## src/rtl/can_stuff_engine.sv

```systemverilog
// CAN / CAN FD bit-stuffing engine: inserts stuff bits on TX, removes and checks them on RX,
// and keeps the frame's stuff-bit count in binary, Gray code and Gray parity.
module can_stuff_engine #(
    parameter int RUN_LEN     = 5,
    parameter int STUFF_CNT_W = 3
) (
    input  logic                   clk,
    input  logic                   rst_n,
    input  logic                   mode,
    input  logic                   frame_start,
    input  logic                   stuff_en,
    input  logic                   sample_point,
    input  logic                   bit_in,
    output logic                   bit_out,
    output logic                   data_ack,
    output logic                   data_valid,
    output logic                   stuff_bit,
    output logic                   stuff_err,
    output logic [STUFF_CNT_W-1:0] stuff_cnt,
    output logic [STUFF_CNT_W-1:0] stuff_cnt_gray,
    output logic                   stuff_cnt_par
);

    localparam int RW = $clog2(RUN_LEN + 1);
    localparam logic [RW-1:0] RUN_MAX = RW'(RUN_LEN);
    localparam logic [RW-1:0] RUN_ONE = RW'(1);
    localparam logic [STUFF_CNT_W-1:0] CNT_ONE = STUFF_CNT_W'(1);

    localparam logic MODE_TX = 1'b0;

    // Handshake: the engine advances only on a one-cycle sample_point strobe. In TX, data_ack
    // pulses the cycle after a slot that consumed bit_in; when it stays low the framer must
    // hold bit_in for the next strobe. In RX, data_valid marks bit_out as a de-stuffed data bit.

    logic                   prev_bit;
    logic [RW-1:0]          run_cnt;
    logic                   mode_q;

    logic                   cur_prev;
    logic [RW-1:0]          cur_run;
    logic                   cur_mode;
    logic [STUFF_CNT_W-1:0] cur_cnt;
    logic                   cur_err;

    logic                   nxt_prev;
    logic [RW-1:0]          nxt_run;
    logic [STUFF_CNT_W-1:0] nxt_cnt;
    logic [STUFF_CNT_W-1:0] nxt_gray;
    logic                   nxt_par;
    logic                   nxt_err;
    logic                   nxt_out;
    logic                   nxt_ack;
    logic                   nxt_valid;
    logic                   nxt_sb;

    // frame_start clears the state first, so a coincident strobe is bit 1 of the new frame.
    always_comb begin
        cur_prev = frame_start ? 1'b1 : prev_bit;
        cur_run  = frame_start ? '0 : run_cnt;
        cur_mode = frame_start ? mode : mode_q;
        cur_cnt  = frame_start ? '0 : stuff_cnt;
        cur_err  = frame_start ? 1'b0 : stuff_err;
    end

    always_comb begin
        nxt_prev  = cur_prev;
        nxt_run   = cur_run;
        nxt_cnt   = cur_cnt;
        nxt_err   = cur_err;
        nxt_out   = bit_out;
        nxt_ack   = 1'b0;
        nxt_valid = 1'b0;
        nxt_sb    = 1'b0;

        if (sample_point) begin
            if (!stuff_en) begin
                nxt_out   = bit_in;
                nxt_ack   = (cur_mode == MODE_TX);
                nxt_valid = (cur_mode != MODE_TX);
                nxt_prev  = bit_in;
                nxt_run   = '0;
            end else if (cur_run == RUN_MAX) begin
                if (cur_mode == MODE_TX) begin
                    nxt_out  = ~cur_prev;
                    nxt_sb   = 1'b1;
                    nxt_prev = ~cur_prev;
                    nxt_run  = RUN_ONE;
                    nxt_cnt  = cur_cnt + CNT_ONE;
                end else begin
                    nxt_out  = bit_in;
                    nxt_prev = bit_in;
                    nxt_run  = RUN_ONE;
                    if (bit_in != cur_prev) begin
                        nxt_sb  = 1'b1;
                        nxt_cnt = cur_cnt + CNT_ONE;
                    end else begin
                        nxt_err = 1'b1;
                    end
                end
            end else begin
                nxt_out   = bit_in;
                nxt_ack   = (cur_mode == MODE_TX);
                nxt_valid = (cur_mode != MODE_TX);
                nxt_prev  = bit_in;
                nxt_run   = (cur_run == '0 || bit_in != cur_prev) ? RUN_ONE : cur_run + RUN_ONE;
            end
        end

        nxt_gray = nxt_cnt ^ (nxt_cnt >> 1);
        nxt_par  = ^nxt_gray;
    end

    always_ff @(posedge clk or negedge rst_n) begin
        if (!rst_n) begin
            prev_bit       <= 1'b1;
            run_cnt        <= '0;
            mode_q         <= MODE_TX;
            bit_out        <= 1'b1;
            data_ack       <= 1'b0;
            data_valid     <= 1'b0;
            stuff_bit      <= 1'b0;
            stuff_err      <= 1'b0;
            stuff_cnt      <= '0;
            stuff_cnt_gray <= '0;
            stuff_cnt_par  <= 1'b0;
        end else begin
            prev_bit       <= nxt_prev;
            run_cnt        <= nxt_run;
            mode_q         <= cur_mode;
            bit_out        <= nxt_out;
            data_ack       <= nxt_ack;
            data_valid     <= nxt_valid;
            stuff_bit      <= nxt_sb;
            stuff_err      <= nxt_err;
            stuff_cnt      <= nxt_cnt;
            stuff_cnt_gray <= nxt_gray;
            stuff_cnt_par  <= nxt_par;
        end
    end

endmodule

```

## config.mk

```make
export PLATFORM = sky130hd
export DESIGN_NAME = can_stuff_engine
export DESIGN_NICKNAME = d
export VERILOG_FILES = /design/src/rtl/can_stuff_engine.sv
export SDC_FILE = /design/constraint.sdc
export NUM_CORES = 1
export LEC_CHECK = 0
export BUFFER_PORTS_ARGS = -buffer_cell sky130_fd_sc_hd__buf_2
export CORE_MARGIN = 3
export CORE_UTILIZATION = 45
export CTS_CLUSTER_SIZE = 14
export DETAILED_ROUTE_END_ITERATION = 10
export PLACE_DENSITY = 0.68
export SLEW_MARGIN = 15
export SYNTH_ARGS = -nofsm -noshare
export SYNTH_HDL_FRONTEND = slang
export SYNTH_SLANG_ARGS = --single-unit
```

## constraint.sdc

```tcl
create_clock -name clk -period 3.14 [get_ports clk]
set_input_delay 0.785 -clock clk [delete_from_list [all_inputs] [get_ports clk]]
set_output_delay 0.785 -clock clk [all_outputs]
set_load 0.02 [all_outputs]
```

==> results.md, run 1 <==
| Item | Reported | Unit |
|:---|:---|:---|
| Seq/Total Area, Yosys | 0.465 | - |
| Detailed placer's ending HPWL | 1040 | µm |
| Fin. max-slew vios | 0 | - |
| Synthesized flop and latch total | 15 | - |
| Least-Margin Pin Slew | 376 | ps |
| Kind of end point of the critical path | flop | - |
| Most frequent standard cell in the layout excluding fill and tap cells | buf_2 | - |
| Critical path data arrival time | 2530 | ps |
| Total of cells resized after clock tree synthesis | 0 | - |
| CTS H-tree depth | 1 | - |
| Clk pwr share | 0.301 | - |
| Count of input and output buffers | 18 | - |
| Number of remaining DRC errors | 0 | - |
| Worst-case hold slack | 387 | ps |
| Antenna violations before repair | 0 | - |
| Final period util | 0.740 | - |
| Internal power summed over all cells | 0.000267 | W |
| Remaining number of nets flagged by the antenna check after routing | 0 | - |
| Number of global-route vias before repair | 534 | - |
| Net count of the mapped netlist | 86 | - |
| R2r setup slk | 1250 | ps |
| Switching pwr | 0.0000879 | W |
| Run status | finished clean | - |
| Cell count after synthesis | 75 | - |
| Fraction of final layout cells sized beyond drive strength 1 | 0.315 | - |
| Pin count of the biggest net entering global routing | 16 | - |
| Initial detailed-routing violation count | 2 | - |
| Peak supply drop | 337 | µV |
| Area of the die | 2350 | µm² |
| Total number of vias | 576 | - |
| I/O pin total | 19 | - |
| Fraction of synthesized cell area taken by the top area cell type | 0.400 | - |
| P&R area growth vs syn | 14.6 | % |
| Total Negative Setup Slacks | 0 | ps |
| Reported max-cap violation count | 0 | - |
| Required time reported for the critical path endpoint | 3340 | ps |
| Setup repair after global routing missed its margin | false | - |
| Weighted congestion reported at the end of routability-driven placement | 0.774 | - |
| Reg-to-reg endpoint | stuff_cnt_gray[1] | - |
| Distinct cell type count of the synthesized netlist | 30 | - |
| Worst reg2reg path depth | 7 | - |
| Longest Clk Path Bufs | 2 | - |
| Leading post-synthesis cells by cell area | dfrtp_1 40%, dfstp_2 6.5%, ha_1 6.2% | - |
| Final min period | 2320 | ps |
| Static leakage | 0.485 | nW |
| Worst setup path category | in2reg | - |
| Combinational Power Share | 0.123 | - |
| Setup Fix Bufs, Post-CTS | 0 | - |
| Placeable core region | 1590 | µm² |
| Synthesis Warnings | 0 | - |
| Clock buffer count from CTS | 3 | - |
| Clock transition time at the flip-flop clock pins of the worst setup and hold paths | 80 | ps |
| Switching fraction of total power | 0.248 | - |
| Finished Layout Cells | 116 | - |
| Initial standard-cell utilization of the core | 0.510 | - |
| Netlist Area Pre-Place | 813 | µm² |
| Number of fill cells | 152 | - |
| Maximum frequency from static timing analysis | 430 | MHz |
| Power Total | 0.000355 | W |
| Number of cells after detailed placement | 112 | - |
| Worst-case headroom to the max-slew limit | 0.748 | - |
| Number of diodes added for antenna fixing | 0 | - |
| Worst clock skew | 3.33 | ps |
| WL per Instance | 11.8 | µm |
| Setup-violating endpoint count in the final report | 0 | - |
| Vertical die dimension | 48.5 | µm |
| Final number of hold-violating endpoints | 0 | - |
| Global-route wire length before repair | 2460 | µm |
| Number of nets in the finished design | 104 | - |
| Top library cells by usage in the layout, fill and taps aside | 18 x buf_2, 13 x dfrtp_1 | - |
| Nature of the critical path startpoint | input port | - |
| Aggregate global routing overflow | 0 | - |
| TritonCTS clock tree | built | - |
| Clock latency reported for the late side of the worst-skew pair | 280 | ps |
| Total detailed-routing wirelength | 1370 | µm |
| DR pass1 iterations | 4 | - |
| Average via count per standard cell | 4.97 | - |
| Overall global routing resource usage | 0.138 | - |
| Source of the worst register-to-register timing path | run_cnt[0] | - |
| Largest area contributor in the netlist | dfrtp_1 | - |
| Die Span X | 48.5 | µm |
| Reg power frac | 0.576 | - |
| Clock sink count | 15 | - |
| Power per unit of standard cell area | 380 | nW/µm² |
| Row cnt | 14 | - |
| Buffer cell driving the clock tree root | clkbuf_4 | - |
| Syn avg cell area | 10.8 | µm² |
| CTS Hold Buffers Added | 0 | - |
| Max FO, Critical Path | 14 | - |
| Type of the most critical hold path | in2async | - |
critical path, cell delays in order:
cell and delay, ps:
buf_2 170, nand2b_1 190, inv_1 100, ha_1 210
nand4b_2 210, a211oi_4 430, mux2i_1 280, xnor2_1 140
through the flow:
step | worst slack, ps | utilization | instance area (µm²)
CTS | 790 | 0.585 | 932
global placement | 586 | 0.568 | 906
floorplan | 682 | - | 813
global route | 680 | 0.585 | 932
finish | 817 | 0.585 | 932
detailed placement | 501 | 0.568 | 906
power groups by stage:
stage / logic [W] / clock network (W) / registers, W
finish: 0.0000436 / 0.000107 / 0.000204
global route: 0.0000498 / 0.000125 / 0.000206
CTS: 0.0000445 / 0.000112 / 0.000204
detailed placement: 0.0000445 / 0 / 0.000208
global placement: 0.0000436 / 0 / 0.000208
floorplan: 0.0000254 / 0 / 0.000212
cells in the mapped netlist:
| cell type | instances |
|---|---|
| dfrtp_1 | 13 |
| inv_1 | 5 |
| nor2_1 | 5 |
| nor2b_1 | 5 |
| xnor2_1 | 5 |
| ha_1 | 4 |
| nand2_1 | 3 |
| nand2b_1 | 3 |
| o21ai_0 | 3 |
| a31o_2 | 2 |
| buf_4 | 2 |
| clkbuf_1 | 2 |
| dfstp_2 | 2 |
| mux2_2 | 2 |
| mux2i_1 | 2 |
| nand3_1 | 2 |
| xor2_1 | 2 |
| a211oi_4 | 1 |
| a21boi_0 | 1 |
| a21o_1 | 1 |
| a31oi_1 | 1 |
| a41o_1 | 1 |
| clkbuf_2 | 1 |
| nand3b_1 | 1 |
| nand4b_2 | 1 |
| o21a_1 | 1 |
| o22ai_1 | 1 |
| o32ai_1 | 1 |
| o41ai_1 | 1 |
| or4_1 | 1 |
flip-flops by register name (all words and copies together), names as in the netlist:
register,count
stuff_bit,1
bit_out,1
data_ack,1
stuff_err,1
run_cnt,3
stuff_cnt_par,1
stuff_cnt_gray,2
data_valid,1
stuff_cnt,2
mode_q,1
prev_bit,1
cell type report:
type	count	area (µm²)	share of cell area
Tap cell	24	30.0	0.0322
Timing Repair Buffer	18	90.1	0.0966
Inverter	5	18.8	0.0201
Sequential cell	15	378	0.405
Multi-Input combinational cell	50	389	0.417
Clock buffer	4	26.3	0.0282
layer usage:
metal  wire length [µm]  part of all wire  track usage  vias to the layer above
li1                   -                 -            -                      293
met1                630              0.46        0.179                      265
met2                633              0.46        0.200                       16
met3                 87             0.064       0.0736                        2
met4                 14             0.010       0.0427                        0
met5                  0                 0            0                        -
worst max path at each step:
stage,start,endpoint,slack (ps)
6_report,frame_start,stuff_cnt_gray[1],820
5_1_grt,frame_start,stuff_cnt_gray[1],680
4_1_cts,frame_start,stuff_cnt_gray[1],790
3_5_place_dp,frame_start,stuff_cnt[1],500
3_3_place_gp,frame_start,stuff_cnt[1],590
2_1_floorplan,frame_start,stuff_cnt[1],680
cell families (layout without fill, tap and decap cells):
group | Yosys count | count (layout) | synth area share
xor gates and xnor gates | 7 | 7 | 0.0754
and+or+nand+nor | 21 | 21 | 0.148
AOI/OAI and AO/OA | 14 | 14 | 0.142
muxes | 4 | 4 | 0.0523
buffers and inverters | 10 | 27 | 0.0569
DFF | 15 | 15 | 0.465
adders and majority gates | 4 | 4 | 0.0615
(Power assumes the default switching activity.)
==> run 2, diff against run 1 <==
Clock period 3.14 ns to 2.2 ns, I/O delays scaled along.
==> run 2 against run 1 <==
Net effect:
- global-route usage increased by 0.49 points
- first-iteration DRC count stayed put
- register-to-register slack worse by 830 ps
- cell count is 3.4% higher
- non-clock buffer count rose by 4
- die area unchanged
- sequential power is 43% higher
- clock skew is 1.8 ps lower
- critical path type unchanged
- critical endpoint is now stuff_cnt[1]
==> results.md, run 2 (same netlist as run 1, synthesis figures left out) <==
| Item | Reported | Unit |
|:---|:---|:---|
| Run status | finished clean | - |
| DR pass1 iterations | 3 | - |
| Reported max-cap violation count | 0 | - |
| WL per Instance | 12.5 | µm |
| Finished layout cell area | 962 | µm² |
| Die Span X | 48.5 | µm |
| Global-route wire length before repair | 2620 | µm |
| Top library cells by usage in the layout, fill and taps aside | 18 x buf_2, 13 x dfrtp_1 | - |
| Worst setup path category | in2reg | - |
| Pin count of the biggest net entering global routing | 16 | - |
| I/O pin total | 19 | - |
| Clock transition time at the flip-flop clock pins of the worst setup and hold paths | 80 | ps |
| Worst clock skew | 1.52 | ps |
| Flip-flop count of the largest register, all copies and words added | 3 | - |
| Remaining number of nets flagged by the antenna check after routing | 0 | - |
| Final min period | 1870 | ps |
| Initial standard-cell utilization of the core | 0.510 | - |
| Detailed placer's ending HPWL | 1120 | µm |
| Type of the most critical hold path | in2async | - |
| Fraction of final layout cells sized beyond drive strength 1 | 0.344 | - |
| Reg-to-reg endpoint | stuff_cnt[1] | - |
| Final period util | 0.850 | - |
| Number of global-route vias before repair | 573 | - |
| Setup Fix Bufs, Post-CTS | 0 | - |
| Weighted congestion reported at the end of routability-driven placement | 0.700 | - |
| P&R area growth vs syn | 18.3 | % |
| Number of fill cells | 145 | - |
| Fin. max-slew vios | 0 | - |
| Number of remaining DRC errors | 0 | - |
| Nature of the critical path startpoint | input port | - |
| Longest Clk Path Bufs | 2 | - |
| Area of the die | 2350 | µm² |
| Setup repair after global routing missed its margin | false | - |
| CTS H-tree depth | 1 | - |
| Maximum frequency from static timing analysis | 535 | MHz |
| Worst-case headroom to the max-slew limit | 0.753 | - |
| Total placed instance area | 936 | µm² |
| Setup-violating endpoint count in the final report | 0 | - |
| Clock latency reported for the late side of the worst-skew pair | 280 | ps |
| R2r setup slk | 420 | ps |
| CTS Hold Buffers Added | 0 | - |
| Placeable core region | 1590 | µm² |
| Final number of hold-violating endpoints | 0 | - |
| Worst reg2reg path depth | 5 | - |
| Static leakage | 0.505 | nW |
| Row cnt | 14 | - |
| Number of diodes added for antenna fixing | 0 | - |
| Overall global routing resource usage | 0.143 | - |
| Power Total | 0.000512 | W |
| Count of input and output buffers | 18 | - |
| Aggregate global routing overflow | 0 | - |
| Buffer cell driving the clock tree root | clkbuf_4 | - |
| Kind of end point of the critical path | flop | - |
| Clock sink count | 15 | - |
| Total of cells resized after clock tree synthesis | 0 | - |
| Average via count per standard cell | 4.97 | - |
| Total Negative Setup Slacks | 0 | ps |
| Most flops, register | run_cnt | - |
| Vertical die dimension | 48.5 | µm |
| Registers with the highest flip-flop counts | run_cnt (3), stuff_cnt (2), stuff_cnt_gray (2) | - |
| Power per unit of standard cell area | 532 | nW/µm² |
| Peak supply drop | 444 | µV |
| Max FO, Critical Path | 6 | - |
| Most frequent standard cell in the layout excluding fill and tap cells | buf_2 | - |
| TritonCTS clock tree | built | - |
| Clock buffer count from CTS | 3 | - |
| Total number of vias | 596 | - |
| Worst-case hold slack | 155 | ps |
| Least-Margin Pin Slew | 369 | ps |
| Antenna violations before repair | 0 | - |
| Source of the worst register-to-register timing path | run_cnt[1] | - |
| Required time reported for the critical path endpoint | 2370 | ps |
| Initial detailed-routing violation count | 2 | - |
| Total detailed-routing wirelength | 1500 | µm |
| Critical path data arrival time | 2040 | ps |
| Number of nets in the finished design | 108 | - |
-- run 2: cell types whose count changed in the layout (fill, tap and decap cells not counted), sizes merged --
cell | previous run | this run
buf | 18 | 22
-- run 2: worst max-delay path, stage by stage --
cell	delay [ps]
buf_2	110
nand2b_1	160
inv_1	80
ha_1	200
nand4b_2	190
a211oi_4	360
mux2_2	380
-- run 2: how the worst max path moves through the flow --
stage                startpoint           endpoint  slack, ps
floorplan           frame_start       stuff_cnt[1]         30
global placement    frame_start       stuff_cnt[1]        110
detailed placement  frame_start       stuff_cnt[1]         40
CTS                 frame_start       stuff_cnt[1]        340
global route        frame_start  stuff_cnt_gray[1]        250
finish              frame_start       stuff_cnt[1]        330
-- run 2: final cells by class --
class	instances	area [µm²]	area share
multi-input combinational	50	389	0.404
sequential	15	378	0.393
timing repair buffer	22	120	0.125
tap	24	30.0	0.0312
clock buffer	4	26.3	0.0273
inverter	5	18.8	0.0195
-- run 2: through the flow --
stage	instances	util	setup slack, ps
2_1_floorplan	75	-	31.2
3_3_place_gp	116	0.587	110
3_5_place_dp	116	0.587	35.4
4_1_cts	120	0.604	338
5_1_grt	120	0.604	246
6_report	120	0.604	330
-- run 2: per-layer routing --
metal	vias to the layer above	track usage	wire, µm
li1	297	-	-
met1	283	0.204	756
met2	14	0.202	649
met3	2	0.0552	88
met4	0	0.0427	8
met5	-	0	0
-- run 2: report_power, final --
| group | internal (W) | switching, W | leakage, nW |
|---|---|---|---|
| Combinational | 0.0000262 | 0.0000400 | 0.293 |
| Sequential | 0.000287 | 0.00000520 | 0.197 |
| Clock | 0.0000704 | 0.0000830 | 0.0150 |
| Total | 0.000384 | 0.000128 | 0.505 |
==> run 3, diff against run 2 <==
Settings changed: CORE_UTILIZATION 45 to 51, PLACE_DENSITY 0.68 to 0.75.
==> run 3 against run 2 <==
Net effect:
- critical path depth is 1 higher
- cell count is 6.7% lower
- count of clock-buffer cells in the layout stayed put
- design area is 0.39% lower
- first-iteration DRC count grew to 3.5 times the previous value
- routed wire length is 8.4% lower
- largest power group unchanged
- hold slack worse by 6.8 ps
- fmax is 0.74% lower
- sequential power hardly changed
- sequential share of layout area is 0.15 points higher
- combinational power is 2% lower
- largest cell class unchanged
- register-to-register slack better by 30 ps
==> results.md, run 3 (same netlist as run 1, synthesis figures left out) <==
| Item | Reported | Unit |
|:---|:---|:---|
| Flip-flop count of the largest register, all copies and words added | 3 | - |
| Setup ws final | 316 | ps |
| Vertical die dimension | 45.9 | µm |
| Number of cells after detailed placement | 108 | - |
| I/O pin total | 19 | - |
| Detailed placer's ending HPWL | 1130 | µm |
| Longest Clk Path Bufs | 2 | - |
| Antenna violations before repair | 0 | - |
| Final period util | 0.856 | - |
| Static leakage | 0.510 | nW |
| Setup-violating endpoint count in the final report | 0 | - |
| Fraction of final layout cells sized beyond drive strength 1 | 0.351 | - |
| Final number of hold-violating endpoints | 0 | - |
| CTS H-tree depth | 1 | - |
| WL per Instance | 12.3 | µm |
| Pin count of the biggest net entering global routing | 16 | - |
| Reported max-cap violation count | 0 | - |
| Type of the most critical hold path | in2async | - |
| Critical path cell sequence | buf_2, nand2b_1, inv_1, ha_1, nand4b_2, or4_1, nand3_1, a21boi_0 | - |
| Fin. max-slew vios | 0 | - |
| Largest delay contributor family on the critical path | simple AND/OR/NAND/NOR gates | - |
| Number of remaining DRC errors | 0 | - |
| Worst-case headroom to the max-slew limit | 0.778 | - |
| Row cnt | 13 | - |
| Total detailed-routing wirelength | 1380 | µm |
| Number of nets in the finished design | 109 | - |
| Total of cells resized after clock tree synthesis | 0 | - |
| Run status | finished clean | - |
| Setup repair after global routing missed its margin | false | - |
| Overall global routing resource usage | 0.159 | - |
| Worst setup path category | in2reg | - |
| Initial detailed-routing violation count | 7 | - |
| Registers with the highest flip-flop counts | run_cnt (3), stuff_cnt (2), stuff_cnt_gray (2) | - |
| Setup Fix Bufs, Post-CTS | 0 | - |
| DR pass1 iterations | 4 | - |
| Nature of the critical path startpoint | input port | - |
| Delay of the slowest cell on the worst path | 420 | ps |
| Die Span X | 45.9 | µm |
| Buffer cell driving the clock tree root | clkbuf_4 | - |
| Remaining number of nets flagged by the antenna check after routing | 0 | - |
| Weighted congestion reported at the end of routability-driven placement | 0.897 | - |
| Initial standard-cell utilization of the core | 0.581 | - |
| Placeable core region | 1400 | µm² |
| Required time reported for the critical path endpoint | 2400 | ps |
| Top library cells by usage in the layout, fill and taps aside | 18 x buf_2, 13 x dfrtp_1 | - |
| Area of the die | 2110 | µm² |
| Worst slack at placement | 15.7 | ps |
| Final min period | 1880 | ps |
| Worst clock skew | 5.52 | ps |
| Maximum frequency from static timing analysis | 531 | MHz |
| Finished Layout Cells | 112 | - |
| Max FO, Critical Path | 4 | - |
| TritonCTS clock tree | built | - |
| Total number of vias | 572 | - |
| Global-route wire length before repair | 2390 | µm |
| Crit path max-delay cell type | or4_1 | - |
| Peak supply drop | 357 | µV |
| Total Negative Setup Slacks | 0 | ps |
| Most frequent standard cell in the layout excluding fill and tap cells | buf_2 | - |
| Power per unit of standard cell area | 535 | nW/µm² |
| Count of input and output buffers | 18 | - |
| P&R area growth vs syn | 17.8 | % |
| Critical path data arrival time | 2080 | ps |
| Average via count per standard cell | 5.11 | - |
| Clock latency reported for the late side of the worst-skew pair | 280 | ps |
| Buffers & Inverters on Critical Path | 2 | - |
| Number of global-route vias before repair | 572 | - |
| Clock transition time at the flip-flop clock pins of the worst setup and hold paths | 90 | ps |
| Aggregate global routing overflow | 0 | - |
| Number of diodes added for antenna fixing | 0 | - |
| Clock buffer count from CTS | 3 | - |
| Clock sink count | 15 | - |
| CTS Hold Buffers Added | 0 | - |
| Kind of end point of the critical path | flop | - |
| Most flops, register | run_cnt | - |
| Least-Margin Pin Slew | 330 | ps |
## run 3: changes by cell type in the layout (fill, tap and decap cells not counted)
cell and delta:
buf_4 +1
## run 3: where the power goes
group | switching [W] | internal (W) | total [W]
Sequential | 0.00000492 | 0.000287 | 0.000292
Combinational | 0.0000391 | 0.0000258 | 0.0000649
Clock | 0.0000854 | 0.0000703 | 0.000156
Total | 0.000129 | 0.000383 | 0.000512
## run 3: area by class of cell
cell class,count,area (µm²)
clock buffers,4,26.3
fillers,112,440
inverters,5,18.8
multi-input cells,50,389
flip-flops and latches,15,378
well taps,15,18.8
repair buffers,23,128
## run 3: final timing paths
kind,slack (ps),to,startpoint,depth (start not counted)
setup / recovery,320,prev_bit,frame_start,8
hold / removal,150,stuff_cnt_par,rst_n,1
setup reg to reg,450,prev_bit,run_cnt[0],7
hold reg to reg,530,bit_out,bit_out,1
max in group asynchronous,1760,prev_bit,rst_n,1
min in group clk,510,mode_q,mode,2
## run 3: metal layers
metal  GRT usage  part of all wire
met1       0.229              0.50
met2       0.225              0.45
met5           0                 0
met4      0.0511                 0
met3      0.0474             0.044
## run 3: through the flow
| stage | utilization | instance area (µm²) | hold slack (ps) | power [W] |
|---|---|---|---|---|
| floorplan | - | 813 | 254 | 0.000338 |
| global placement | 0.666 | 932 | 470 | 0.000362 |
| detailed placement | 0.666 | 932 | 468 | 0.000363 |
| CTS | 0.685 | 958 | 159 | 0.000521 |
| global route | 0.685 | 958 | 159 | 0.000537 |
| finish | 0.685 | 958 | 148 | 0.000512 |
